[config.mk]
export PLATFORM = sky130hd
export DESIGN_NAME = datapath_towerplacer_flat
export DESIGN_NICKNAME = d
export VERILOG_FILES = /design/src/rtl/datapath_towerplacer_if.sv /design/src/rtl/datapath_towerplacer.sv /design/src/flat_wrapper.sv
export SDC_FILE = /design/constraint.sdc
export NUM_CORES = 1
export LEC_CHECK = 0
export BUFFER_PORTS_ARGS = -buffer_cell sky130_fd_sc_hd__buf_2
export CAP_MARGIN = 20
export CORE_ASPECT_RATIO = 1.75
export CORE_MARGIN = 2
export CORE_UTILIZATION = 55
export DETAILED_ROUTE_END_ITERATION = 10
export PLACE_DENSITY_LB_ADDON = 0.12
export SLEW_MARGIN = 20
export SYNTH_ARGS = -nofsm -noshare
export SYNTH_HDL_FRONTEND = slang
export SYNTH_SLANG_ARGS = --single-unit
[constraint.sdc]
create_clock -name clk -period 8.9 [get_ports clk]
set_clock_uncertainty 0.05 [all_clocks]
set_input_delay 2.67 -clock clk [delete_from_list [all_inputs] [get_ports clk]]
set_output_delay 2.67 -clock clk [all_outputs]
set_load 0.01 [all_outputs]
[src/rtl/datapath_towerplacer_if.sv]
// datapath_towerplacer_if: strobe, path-ROM probe and VGA pixel bundle between control FSM and datapath
interface datapath_towerplacer_if;
    logic       top_left;
    logic       draw_square;
    logic       draw_tower;
    logic       move_down;
    logic       move_right;
    logic       move_down_wait;
    logic       move_right_wait;
    logic       erase_square_right;
    logic       erase_square_down;
    logic       erase_square_tower;
    logic       cell_is_path;
    logic [2:0] probe_row;
    logic [3:0] probe_col;
    logic       valid;
    logic       square_done;
    logic       erase_square_done;
    logic       tower_done;
    logic [7:0] x;
    logic [6:0] y;
    logic [2:0] colour;
    logic       plot;
    logic [6:0] towers_placed;

    modport master (
        output top_left, draw_square, draw_tower, move_down, move_right,
               move_down_wait, move_right_wait, erase_square_right,
               erase_square_down, erase_square_tower, cell_is_path,
        input  probe_row, probe_col, valid, square_done, erase_square_done,
               tower_done, x, y, colour, plot, towers_placed
    );

    modport slave (
        input  top_left, draw_square, draw_tower, move_down, move_right,
               move_down_wait, move_right_wait, erase_square_right,
               erase_square_down, erase_square_tower, cell_is_path,
        output probe_row, probe_col, valid, square_done, erase_square_done,
               tower_done, x, y, colour, plot, towers_placed
    );
endinterface

[src/rtl/datapath_towerplacer.sv]
// datapath_towerplacer: cursor position, tower occupancy map and VGA pixel sweeps for tower placement
module datapath_towerplacer #(
    parameter int         GRID_COLS     = 10,
    parameter int         GRID_ROWS     = 7,
    parameter int         CELL_SIZE     = 16,
    parameter logic [2:0] CURSOR_COLOUR = 3'b110,
    parameter logic [2:0] BG_COLOUR     = 3'b010,
    parameter logic [2:0] TOWER_COLOUR  = 3'b001
) (
    input logic                  clk,
    input logic                  resetn,
    datapath_towerplacer_if.slave bus
);
    localparam int LOG = $clog2(CELL_SIZE);
    localparam int PW  = 2 * LOG;
    localparam int NC  = GRID_ROWS * GRID_COLS;
    localparam int IW  = $clog2(NC);

    typedef enum logic [2:0] {OP_IDLE, OP_TOP, OP_TOWER, OP_ERASE, OP_SQUARE, OP_DOWN, OP_RIGHT, OP_WAIT} op_t;

    logic [2:0]    r_row;
    logic [3:0]    r_col;
    logic [PW-1:0] r_p;
    logic [3:0]    r_step;
    logic [NC-1:0] r_occ;
    logic [6:0]    r_towers;
    logic [7:0]    r_x;
    logic [6:0]    r_y;
    logic [2:0]    r_colour;
    logic          r_plot;

    op_t           w_op;
    logic [2:0]    w_row_nx;
    logic [3:0]    w_col_nx;
    logic [3:0]    w_step_nx;
    logic [2:0]    w_prow;
    logic [3:0]    w_pcol;
    logic [IW-1:0] w_cidx;
    logic [IW-1:0] w_pidx;
    logic [LOG-1:0] w_ox;
    logic [LOG-1:0] w_oy;
    logic          w_last;
    logic          w_border;
    logic          w_sweep;
    logic          w_force;
    logic          w_cell_occ;
    logic          w_blocked;

    // Strobe priority decode, probe cell, sweep geometry and escape-hatch valid forcing
    always_comb begin
        w_op = bus.top_left ? OP_TOP :
               bus.draw_tower ? OP_TOWER :
               (bus.erase_square_right | bus.erase_square_down | bus.erase_square_tower) ? OP_ERASE :
               bus.draw_square ? OP_SQUARE :
               bus.move_down ? OP_DOWN :
               bus.move_right ? OP_RIGHT :
               (bus.move_down_wait | bus.move_right_wait) ? OP_WAIT : OP_IDLE;
        w_row_nx   = (r_row == 3'(GRID_ROWS - 1)) ? 3'd0 : r_row + 3'd1;
        w_col_nx   = (r_col == 4'(GRID_COLS - 1)) ? 4'd0 : r_col + 4'd1;
        w_step_nx  = r_step + 4'd1;
        w_prow     = (w_op == OP_DOWN) ? w_row_nx : r_row;
        w_pcol     = (w_op == OP_RIGHT) ? w_col_nx : r_col;
        w_cidx     = IW'(r_row) * IW'(GRID_COLS) + IW'(r_col);
        w_pidx     = IW'(w_prow) * IW'(GRID_COLS) + IW'(w_pcol);
        w_ox       = r_p[LOG-1:0];
        w_oy       = r_p[PW-1:LOG];
        w_last     = &r_p;
        w_border   = (w_ox == '0) || (&w_ox) || (w_oy == '0) || (&w_oy);
        w_sweep    = (w_op == OP_TOWER) || (w_op == OP_ERASE) || (w_op == OP_SQUARE);
        w_force    = ((w_op == OP_DOWN) && (w_step_nx == 4'(GRID_ROWS - 1))) ||
                     ((w_op == OP_RIGHT) && (w_step_nx == 4'(GRID_COLS - 1)));
        w_cell_occ = r_occ[w_cidx];
        w_blocked  = w_cell_occ || bus.cell_is_path;
    end

    assign bus.probe_row         = w_prow;
    assign bus.probe_col         = w_pcol;
    assign bus.valid             = w_force || (!bus.cell_is_path && !r_occ[w_pidx]);
    assign bus.square_done       = (w_op == OP_SQUARE) && w_last;
    assign bus.erase_square_done = (w_op == OP_ERASE) && w_last;
    assign bus.tower_done        = (w_op == OP_TOWER) && w_last;
    assign bus.x                 = r_x;
    assign bus.y                 = r_y;
    assign bus.colour            = r_colour;
    assign bus.plot              = r_plot;
    assign bus.towers_placed     = r_towers;

    // Cursor, counters, occupancy commit and registered pixel outputs
    always_ff @(posedge clk or negedge resetn) begin
        if (!resetn) begin
            r_row    <= '0;
            r_col    <= '0;
            r_p      <= '0;
            r_step   <= '0;
            r_occ    <= '0;
            r_towers <= '0;
            r_x      <= '0;
            r_y      <= '0;
            r_colour <= '0;
            r_plot   <= 1'b0;
        end else begin
            r_p    <= (w_sweep && !w_last) ? r_p + PW'(1) : (w_op == OP_WAIT) ? r_p : '0;
            r_step <= (w_op == OP_DOWN || w_op == OP_RIGHT) ? w_step_nx : (w_op == OP_WAIT) ? r_step : '0;
            r_row  <= (w_op == OP_TOP) ? 3'd0 : (w_op == OP_DOWN) ? w_row_nx : r_row;
            r_col  <= (w_op == OP_TOP) ? 4'd0 : (w_op == OP_RIGHT) ? w_col_nx : r_col;
            r_plot <= w_sweep && ((w_op == OP_TOWER) ? !w_blocked : w_border);
            if (w_sweep) begin
                r_x      <= 8'({r_col, w_ox});
                r_y      <= 7'({r_row, w_oy});
                r_colour <= (w_op == OP_SQUARE) ? CURSOR_COLOUR :
                            (w_op == OP_ERASE && !w_cell_occ) ? BG_COLOUR : TOWER_COLOUR;
            end
            if (w_op == OP_TOWER && w_last && !w_blocked) begin
                r_occ[w_cidx] <= 1'b1;
                r_towers      <= (&r_towers) ? r_towers : r_towers + 7'd1;
            end
        end
    end
endmodule

[src/flat_wrapper.sv]
// flat-port wrapper written by rule: the top's interface ports become plain ports
module datapath_towerplacer_flat 
#(
    parameter int         GRID_COLS     = 10,
    parameter int         GRID_ROWS     = 7,
    parameter int         CELL_SIZE     = 16,
    parameter logic [2:0] CURSOR_COLOUR = 3'b110,
    parameter logic [2:0] BG_COLOUR     = 3'b010,
    parameter logic [2:0] TOWER_COLOUR  = 3'b001
)
  (clk, resetn, bus_top_left, bus_draw_square, bus_draw_tower, bus_move_down, bus_move_right, bus_move_down_wait, bus_move_right_wait, bus_erase_square_right, bus_erase_square_down, bus_erase_square_tower, bus_cell_is_path, bus_probe_row, bus_probe_col, bus_valid, bus_square_done, bus_erase_square_done, bus_tower_done, bus_x, bus_y, bus_colour, bus_plot, bus_towers_placed);
  datapath_towerplacer_if bus_i ();
  input logic clk;
  input logic resetn;
  input wire logic [$bits(bus_i.top_left)-1:0] bus_top_left;
  input wire logic [$bits(bus_i.draw_square)-1:0] bus_draw_square;
  input wire logic [$bits(bus_i.draw_tower)-1:0] bus_draw_tower;
  input wire logic [$bits(bus_i.move_down)-1:0] bus_move_down;
  input wire logic [$bits(bus_i.move_right)-1:0] bus_move_right;
  input wire logic [$bits(bus_i.move_down_wait)-1:0] bus_move_down_wait;
  input wire logic [$bits(bus_i.move_right_wait)-1:0] bus_move_right_wait;
  input wire logic [$bits(bus_i.erase_square_right)-1:0] bus_erase_square_right;
  input wire logic [$bits(bus_i.erase_square_down)-1:0] bus_erase_square_down;
  input wire logic [$bits(bus_i.erase_square_tower)-1:0] bus_erase_square_tower;
  input wire logic [$bits(bus_i.cell_is_path)-1:0] bus_cell_is_path;
  output wire logic [$bits(bus_i.probe_row)-1:0] bus_probe_row;
  output wire logic [$bits(bus_i.probe_col)-1:0] bus_probe_col;
  output wire logic [$bits(bus_i.valid)-1:0] bus_valid;
  output wire logic [$bits(bus_i.square_done)-1:0] bus_square_done;
  output wire logic [$bits(bus_i.erase_square_done)-1:0] bus_erase_square_done;
  output wire logic [$bits(bus_i.tower_done)-1:0] bus_tower_done;
  output wire logic [$bits(bus_i.x)-1:0] bus_x;
  output wire logic [$bits(bus_i.y)-1:0] bus_y;
  output wire logic [$bits(bus_i.colour)-1:0] bus_colour;
  output wire logic [$bits(bus_i.plot)-1:0] bus_plot;
  output wire logic [$bits(bus_i.towers_placed)-1:0] bus_towers_placed;
  assign bus_i.top_left = bus_top_left;
  assign bus_i.draw_square = bus_draw_square;
  assign bus_i.draw_tower = bus_draw_tower;
  assign bus_i.move_down = bus_move_down;
  assign bus_i.move_right = bus_move_right;
  assign bus_i.move_down_wait = bus_move_down_wait;
  assign bus_i.move_right_wait = bus_move_right_wait;
  assign bus_i.erase_square_right = bus_erase_square_right;
  assign bus_i.erase_square_down = bus_erase_square_down;
  assign bus_i.erase_square_tower = bus_erase_square_tower;
  assign bus_i.cell_is_path = bus_cell_is_path;
  assign bus_probe_row = bus_i.probe_row;
  assign bus_probe_col = bus_i.probe_col;
  assign bus_valid = bus_i.valid;
  assign bus_square_done = bus_i.square_done;
  assign bus_erase_square_done = bus_i.erase_square_done;
  assign bus_tower_done = bus_i.tower_done;
  assign bus_x = bus_i.x;
  assign bus_y = bus_i.y;
  assign bus_colour = bus_i.colour;
  assign bus_plot = bus_i.plot;
  assign bus_towers_placed = bus_i.towers_placed;
  datapath_towerplacer #(.GRID_COLS(GRID_COLS), .GRID_ROWS(GRID_ROWS), .CELL_SIZE(CELL_SIZE), .CURSOR_COLOUR(CURSOR_COLOUR), .BG_COLOUR(BG_COLOUR), .TOWER_COLOUR(TOWER_COLOUR)) u_core (.clk(clk), .resetn(resetn), .bus(bus_i));
endmodule
Yosys cells after proc, flatten, opt, wreduce, memory -nomap -nowiden
Cells that the tools add are included.
{"block": "totals", "ff_bits": 115, "input_bits": 13, "out_inout_bits": 37, "word_cells": 98}
{"block": "classes", "addsub": 7, "mul": 2, "order_cmp": 3, "eq_ne": 13, "muxes": 26, "bitwise": 5, "reduce_logical": 32}
{"cell": "$or 70x70->70", "n": 1}
{"cell": "$mux 3", "n": 11}
{"cell": "$mux 4", "n": 5}
{"cell": "$lt 7x8->1 const B", "n": 2}
{"cell": "$mux 8", "n": 2}
{"cell": "$eq 3x3->1 const B", "n": 5}
{"cell": "$add 7x4->7", "n": 2}
{"cell": "$bmux 1 s7", "n": 2}
{"cell": "$mul 3x3->6 const B", "n": 2}
{"cell": "$logic_and 1x1->1", "n": 11}
{"cell": "$logic_or 1x1->1", "n": 9}
{"cell": "$add 4x1->4 const B", "n": 2}
{"cell": "$add 8x1->8 const B", "n": 1}
{"cell": "$eq 4x4->1 const B", "n": 2}
{"cell": "$logic_not 4->1", "n": 2}
{"cell": "$reduce_and 4->1", "n": 2}
{"cell": "$reduce_and 8->1", "n": 1}
{"cell": "$add 7x1->7 const B", "n": 1}
{"cell": "$demux 1 s7", "n": 1}
{"cell": "$ge 7x1->1 const B", "n": 1}
{"cell": "$reduce_and 7->1", "n": 1}
{"cell": "$eq 3x2->1 const B", "n": 2}
{"cell": "$logic_not 1->1", "n": 5}
{"cell": "$eq 4x3->1 const B", "n": 1}
{"cell": "other kinds (9)", "n": 14}

Logic depth before layout (Yosys ltp)
{"block": "depth", "depth_word": 17, "mapped_depth": 19, "depth_no_buf": 15}

Worst setup path before layout
OpenSTA, ideal clock, no wires.
{"block": "synth_path", "kind": "in2out", "from": "input port bus_move_down", "to": "output port bus_valid", "arrival_ns": 6.581, "required_time_ns": 6.180, "setup_slack_ns": -0.401, "cell_stages": 15, "n_path_buf": 4, "cell_sequence": "or4b_2 -> nor2_1 -> buf_2 -> buf_2 -> nand3_1 -> xor2_1 -> fa_1 -> clkbuf_1 -> buf_1 -> mux2i_1 -> a32oi_1 -> o2111ai_1 -> o31ai_1 -> o31a_1 -> nor3_1"}
{"block": "synth_via", "elab_chain_cells": 14, "elab_cells_between_ends": 19, "cone_classes": "add/sub (1); mul (1); eq/ne (2); mux (9); reduce/logical (6)"}
{"element": "start: declaration", "line_no": "flat_wrapper.sv:18", "rtl": "input wire logic [$bits(bus_i.move_down)-1:0] bus_move_down;"}
{"element": "$mux 3 *", "line_no": "datapath_towerplacer.sv:55", "rtl": "bus.move_down ? OP_DOWN :"}
{"element": "$mux 3 *", "line_no": "datapath_towerplacer.sv:54", "rtl": "bus.draw_square ? OP_SQUARE :"}
{"element": "$mux 3 *", "line_no": "datapath_towerplacer.sv:53", "rtl": "(bus.erase_square_right | bus.erase_square_down | bus.erase_square_tower) ? OP_ERASE :"}
{"element": "$mux 3 *", "line_no": "datapath_towerplacer.sv:52", "rtl": "bus.draw_tower ? OP_TOWER :"}
{"element": "$mux 3 *", "line_no": "datapath_towerplacer.sv:51", "rtl": "w_op = bus.top_left ? OP_TOP :"}
{"element": "$eq 3x3->1", "line_no": "datapath_towerplacer.sv:61, datapath_towerplacer.sv:70"}
{"element": "$mux 3"}
{"element": "$mul 3x3->6", "line_no": "datapath_towerplacer.sv:64", "rtl": "w_pidx = IW'(w_prow) * IW'(GRID_COLS) + IW'(w_pcol);"}
{"element": "$add 7x4->7", "line_no": "datapath_towerplacer.sv:64"}
{"element": "$bmux 1 s7", "line_no": "datapath_towerplacer.sv:78", "rtl": "assign bus.valid = w_force || (!bus.cell_is_path && !r_occ[w_pidx]);"}
{"element": "$mux 1 (implied by the code)", "line_no": "datapath_towerplacer.sv:78"}
{"element": "$logic_not 1->1", "line_no": "datapath_towerplacer.sv:78"}
{"element": "$logic_and 1x1->1", "line_no": "datapath_towerplacer.sv:78"}
{"element": "$logic_or 1x1->1 *", "line_no": "datapath_towerplacer.sv:78"}
{"element": "end: declaration", "line_no": "flat_wrapper.sv:28", "rtl": "output wire logic [$bits(bus_i.valid)-1:0] bus_valid;"}
Every way passes the cells marked *; elsewhere a longest branch is shown, timed or not. The select of a mux whose other input is x is not followed.

Worst setup path after layout
{"block": "layout_path", "from": "input port bus_erase_square_right", "to": "output port bus_valid"}
{"block": "layout_via", "elab_chain_cells": 14, "elab_cells_between_ends": 19, "cone_classes": "add/sub (1); mul (1); eq/ne (2); mux (7); bitwise (2); reduce/logical (6)"}
{"element": "start: declaration", "line_no": "flat_wrapper.sv:22", "rtl": "input wire logic [$bits(bus_i.erase_square_right)-1:0] bus_erase_square_right;"}
{"element": "$or 1x1->1 * (2 in a row)", "line_no": "datapath_towerplacer.sv:53"}
{"element": "$mux 3 *", "line_no": "datapath_towerplacer.sv:53"}
{"element": "$mux 3 *", "line_no": "datapath_towerplacer.sv:52"}
{"element": "$mux 3 *", "line_no": "datapath_towerplacer.sv:51"}
{"element": "$eq 3x3->1", "line_no": "datapath_towerplacer.sv:61, datapath_towerplacer.sv:70"}
{"element": "$mux 3"}
{"element": "$mul 3x3->6", "line_no": "datapath_towerplacer.sv:64"}
{"element": "$add 7x4->7", "line_no": "datapath_towerplacer.sv:64"}
{"element": "$bmux 1 s7", "line_no": "datapath_towerplacer.sv:78"}
{"element": "$mux 1 (implied by the code)", "line_no": "datapath_towerplacer.sv:78"}
{"element": "$logic_not 1->1", "line_no": "datapath_towerplacer.sv:78"}
{"element": "$logic_and 1x1->1", "line_no": "datapath_towerplacer.sv:78"}
{"element": "$logic_or 1x1->1 *", "line_no": "datapath_towerplacer.sv:78"}
Marked as above.

==> impl_table.tex <==
\begin{tabular}{lr}
\hline
Metric & Value \\
\hline
\multicolumn{2}{l}{\textbf{Floorplan}} \\
\quad Die area & 0.0138 mm\^{}2 \\
\quad Starting utilization of the core area & 0.564 \\
\quad Site Rows & 54 \\
\quad Core area & 0.0125 mm\^{}2 \\
\quad Die W & 89.6 um \\
\quad Count of boundary I/O pins & 50 \\
\quad Die outline height & 154 um \\
\multicolumn{2}{l}{\textbf{Power and ir drop}} \\
\quad Clock network fraction of total power & 0.555 \\
\quad Ratio of total power to cell area & 149 mW/mm\^{}2 \\
\quad Net switching share of the total power & 0.226 \\
\quad Sequential cell fraction of total power & 0.405 \\
\quad Leakage Power & 4.03 nW \\
\quad Total chip power & 1.31 mW \\
\quad Maximum ir drop on the vdd rail & 123 uV \\
\quad Combinational group share of total power & 0.040 \\
\quad Net Sw Power & 0.296 mW \\
\quad Internal power summed over all cells & 1.01 mW \\
\multicolumn{2}{l}{\textbf{STA}} \\
\quad Worst slew pin tran & 1070 ps \\
\quad Count of final max-slew check failures & 0 \\
\quad Setup WS post-layout & -55.9 ps \\
\quad Slew Limit Headroom & 0.283 \\
\quad Portion of the clock cycle consumed by the worst path in the final layout & 1.01 \\
\quad Final count of hold timing violations & 0 \\
\quad RSZ-0062 raised after global routing & yes \\
\quad Highest clock frequency the design can meet & 112 MHz \\
\quad Final number of setup-violating endpoints & 1 \\
\quad TNS Setup & -55.9 ps \\
\quad Final period demand of the worst path & 8960 ps \\
\multicolumn{2}{l}{\textbf{Critical path}} \\
\quad Source of the worst register-to-register timing path & u\_core.r\_col[1]\$\_DFF\_PN0\_ \\
\quad CP max stage delay & 330 ps \\
\quad Worst endpoint required time & 6180 ps \\
\quad CP Launch Point & bus\_erase\_square\_right \\
\quad Critical Path, Cell by Cell & buf\_2 -> nor4\_4 -> and3\_4 -> buf\_4 -> nand2\_1 -> mux2i\_1 -> inv\_1 -> xnor2\_2 -> ha\_4 -> nor2b\_1 -> o21ai\_1 -> xor2\_1 -> a311o\_1 -> a311oi\_1 -> buf\_4 -> o31a\_1 -> nor3\_4 -> buf\_2 \\
\quad Type of the setup path with the least slack & primary input to primary output \\
\quad Critical path peak fanout & 6 \\
\quad Endpoint class of the critical path & primary output \\
\quad Setup crit start kind & primary input \\
\quad Register-to-register setup slack & 4260 ps \\
\quad Number of buffer and inverter stages on the critical path & 5 \\
\quad CP max-delay cell & sky130\_fd\_sc\_hd\_\_o31a\_1 \\
\quad Top cell family by delay on the critical path & simple AND/OR/NAND/NOR gates \\
\quad WP data arrival & 6240 ps \\
\multicolumn{2}{l}{\textbf{Logic synthesis}} \\
\quad Cell area after synthesis & 0.00705 mm\^{}2 \\
\quad Cell with the most instances after synthesis & sky130\_fd\_sc\_hd\_\_dfrtp\_1 \\
\quad \#FFs+latches synth & 115 \\
\quad Post-synth net total & 761 \\
\quad Gate Count Post-Synth & 729 \\
\quad Ys flop type & sky130\_fd\_sc\_hd\_\_dfrtp\_1 \\
\quad Synth Warn \# & 0 \\
\quad Async S/R FF share, synth & 1.00 \\
\quad Yosys cell types & 74 \\
\quad Synth top area share & 0.408 \\
\quad Leading post-synthesis cells by cell area & sky130\_fd\_sc\_hd\_\_dfrtp\_1, sky130\_fd\_sc\_hd\_\_a31o\_2, sky130\_fd\_sc\_hd\_\_nand2\_1 \\
\quad Number of flops mapped to enable cells by yosys & 0 \\
\quad Register area share after synthesis & 0.408 \\
\quad Avg Synthesized Cell Area & 9.67 um\^{}2 \\
\quad Library cell occupying the most area in the post-synthesis netlist & sky130\_fd\_sc\_hd\_\_dfrtp\_1 \\
\quad Synth top cells by count & sky130\_fd\_sc\_hd\_\_dfrtp\_1, sky130\_fd\_sc\_hd\_\_nand2\_1, sky130\_fd\_sc\_hd\_\_a31o\_2 \\
\multicolumn{2}{l}{\textbf{Placed design}} \\
\quad Number of placed instances, taps included & 960 \\
\quad Detailed-placement wirelength estimate & 17000 um \\
\quad Number of port buffers & 49 \\
\quad Final estimated routing congestion in global placement & 0.987 \\
\quad Total cell area at the placement stage & 0.00780 mm\^{}2 \\
\multicolumn{2}{l}{\textbf{Cells and area}} \\
\quad Share of post-route cells with drive strength above 1 & 0.346 \\
\quad Layout overhead on the synthesized area & 24.3\% \\
\quad Number of nets in the finished design & 852 \\
\quad Antenna cell count & 0 \\
\quad Total non-filler cell area in the finished layout & 0.00877 mm\^{}2 \\
\quad Number of standard cells in the final layout excluding fillers & 1001 \\
\quad Final standard cell utilization of the core & 0.701 \\
\multicolumn{2}{l}{\textbf{Route}} \\
\quad Final routed wirelength across all metal layers & 23800 um \\
\quad Post-detailed-route DRC marker count & 0 \\
\quad Detailed-route via count & 6725 \\
\quad Drt first-iter violations & 523 \\
\quad Average wire per standard cell & 23.8 um \\
\quad Number of vias per cell & 6.72 \\
\quad Number of nets with antenna violations after detailed routing & 0 \\
\quad Number of detailed-routing iterations run before antenna repair & 5 \\
\multicolumn{2}{l}{\textbf{GRT}} \\
\quad GRT Residual Overflow & 0 \\
\quad Vias in the first global route & 6674 \\
\quad Overall track demand over capacity in global routing & 0.352 \\
\quad Number of antenna violations at the first check in global routing & 0 \\
\quad Pin count of the biggest net entering global routing & 66 \\
\quad Global-route wire length before repair & 36000 um \\
\multicolumn{2}{l}{\textbf{CTS}} \\
\quad Root Buffer & sky130\_fd\_sc\_hd\_\_clkbuf\_16 \\
\quad Total number of clock tree sinks & 115 \\
\quad Number of levels the H-tree was split into & 4 \\
\quad Insertion delay to the later sink of the worst-skew pair & 420 ps \\
\quad Clock tree from TritonCTS & done \\
\quad Total clock buffers created by CTS & 17 \\
\quad Maximum clock insertion buffer count & 2 \\
\quad Clk pin slew, worst setup/hold paths & 60 ps \\
\quad CTS hold repair buffers & 0 \\
\multicolumn{2}{l}{\textbf{Outcome}} \\
\quad Failing checks & setup timing \\
\quad Outcome & finished, violations left \\
\multicolumn{2}{l}{\textbf{Min path}} \\
\quad Tightest Hold Check Type & flop to flop \\
\quad Hold\_sp & u\_core.bus.y[1]\$\_DFFE\_PN0P\_ \\
\multicolumn{2}{l}{\textbf{Job}} \\
\quad Max-cap viol count & 0 \\
\hline
\end{tabular}
## per-stage QoR
step / hold WS (ps) / setup WS (ps)
3_5_place_dp: 409 / -158
2_1_floorplan: 402 / 2.39
3_3_place_gp: 404 / -107
6_report: 420 / -55.9
5_1_grt: 449 / -190
4_1_cts: 423 / 3.64
## final timing paths
path,endpoint,cells past startpoint
min in group asynchronous,u_core.bus.towers_placed[3]$_DFFE_PN0P_,1
max,bus_valid,18
min,u_core.bus.y[1]$_DFFE_PN0P_,2
max reg2reg,u_core.bus.towers_placed[1]$_DFFE_PN0P_,12
max in group asynchronous,u_core.r_occ[0]$_DFFE_PN0P_,2
min reg2reg,u_core.bus.y[1]$_DFFE_PN0P_,2
## power by group through the flow
stage	Sequential (mW)	Clock [mW]	Combinational, mW
final	0.530	0.727	0.0521
after floorplan	0.541	0	0.0183
after global placement	0.539	0	0.0466
after detailed placement	0.540	0	0.0480
after CTS	0.530	0.730	0.0498
after global routing	0.531	0.752	0.0577
## layer usage
layer  wire length [um]  share of wire  vias to the layer above  track usage
met3               1400          0.059                      135       0.0811
met2              12200           0.51                      353        0.584
met1               8090           0.34                     3306        0.367
met4               2160          0.091                        0        0.271
met5                  0              0                        -            0
li1                   -              -                     2931            -
## logic make-up after synthesis
| kind of cell | share of synthesized area |
|---|---|
| mux | 0.0813 |
| compound gates | 0.213 |
| flops | 0.408 |
| xor+xnor | 0.0286 |
| buf+inv | 0.0415 |
| simple gates | 0.191 |
| fa+ha+maj | 0.0358 |
## tightest hold or removal path: cells and delay by family (launching register included)
family	cells	cell delay (ps)
DFF	1	340
and+or+nand+nor	2	100
## placed cells by master (no fill, tap or decap), drive strengths merged, types with 10 or more instances in the layout
| cell type | netlist | final |
|---|---|---|
| buf | 27 | 117 |
| dfrtp | 115 | 115 |
| nand2 | 93 | 93 |
| a31o | 70 | 70 |
| nor2 | 40 | 40 |
| o21ai | 36 | 36 |
| nor3 | 33 | 33 |
| mux2i | 28 | 28 |
| nand3 | 23 | 23 |
| clkbuf | 18 | 20 |
| ha | 17 | 17 |
| inv | 16 | 17 |
| nor2b | 15 | 15 |
| a21oi | 14 | 14 |
| nor4 | 14 | 14 |
| and3 | 13 | 13 |
| xnor2 | 13 | 13 |
| mux4 | 10 | 10 |
| xor2 | 10 | 10 |
## sequential cells by signal (all words and copies together), names as in the netlist
register                  count
u_core.bus.colour             3
u_core.bus.x                  8
u_core.bus.towers_placed      7
u_core.r_occ                 70
u_core.r_col                  4
u_core.bus.y                  7
u_core.r_step                 4
u_core.r_row                  3
u_core.r_p                    8
u_core.bus.plot               1
## cell type report
cell class,count,area [um^2]
sequential,115,2880
fill,972,3730
clock inverter,12,180
clock buffer,20,437
inverter,17,70.1
tap,168,210
timing repair buffer,117,808
multi-input combinational,552,4180
## repair_timing
action | 4_1_cts | 5_1_grt
endpoints found under the setup margin | 1 | 1
pin swaps | 8 | 28
endpoints found under the hold margin | 0 | 0
resized for setup | 19 | 41
buffers inserted | 0 | 9
Power figures use the tool's default switching activity.
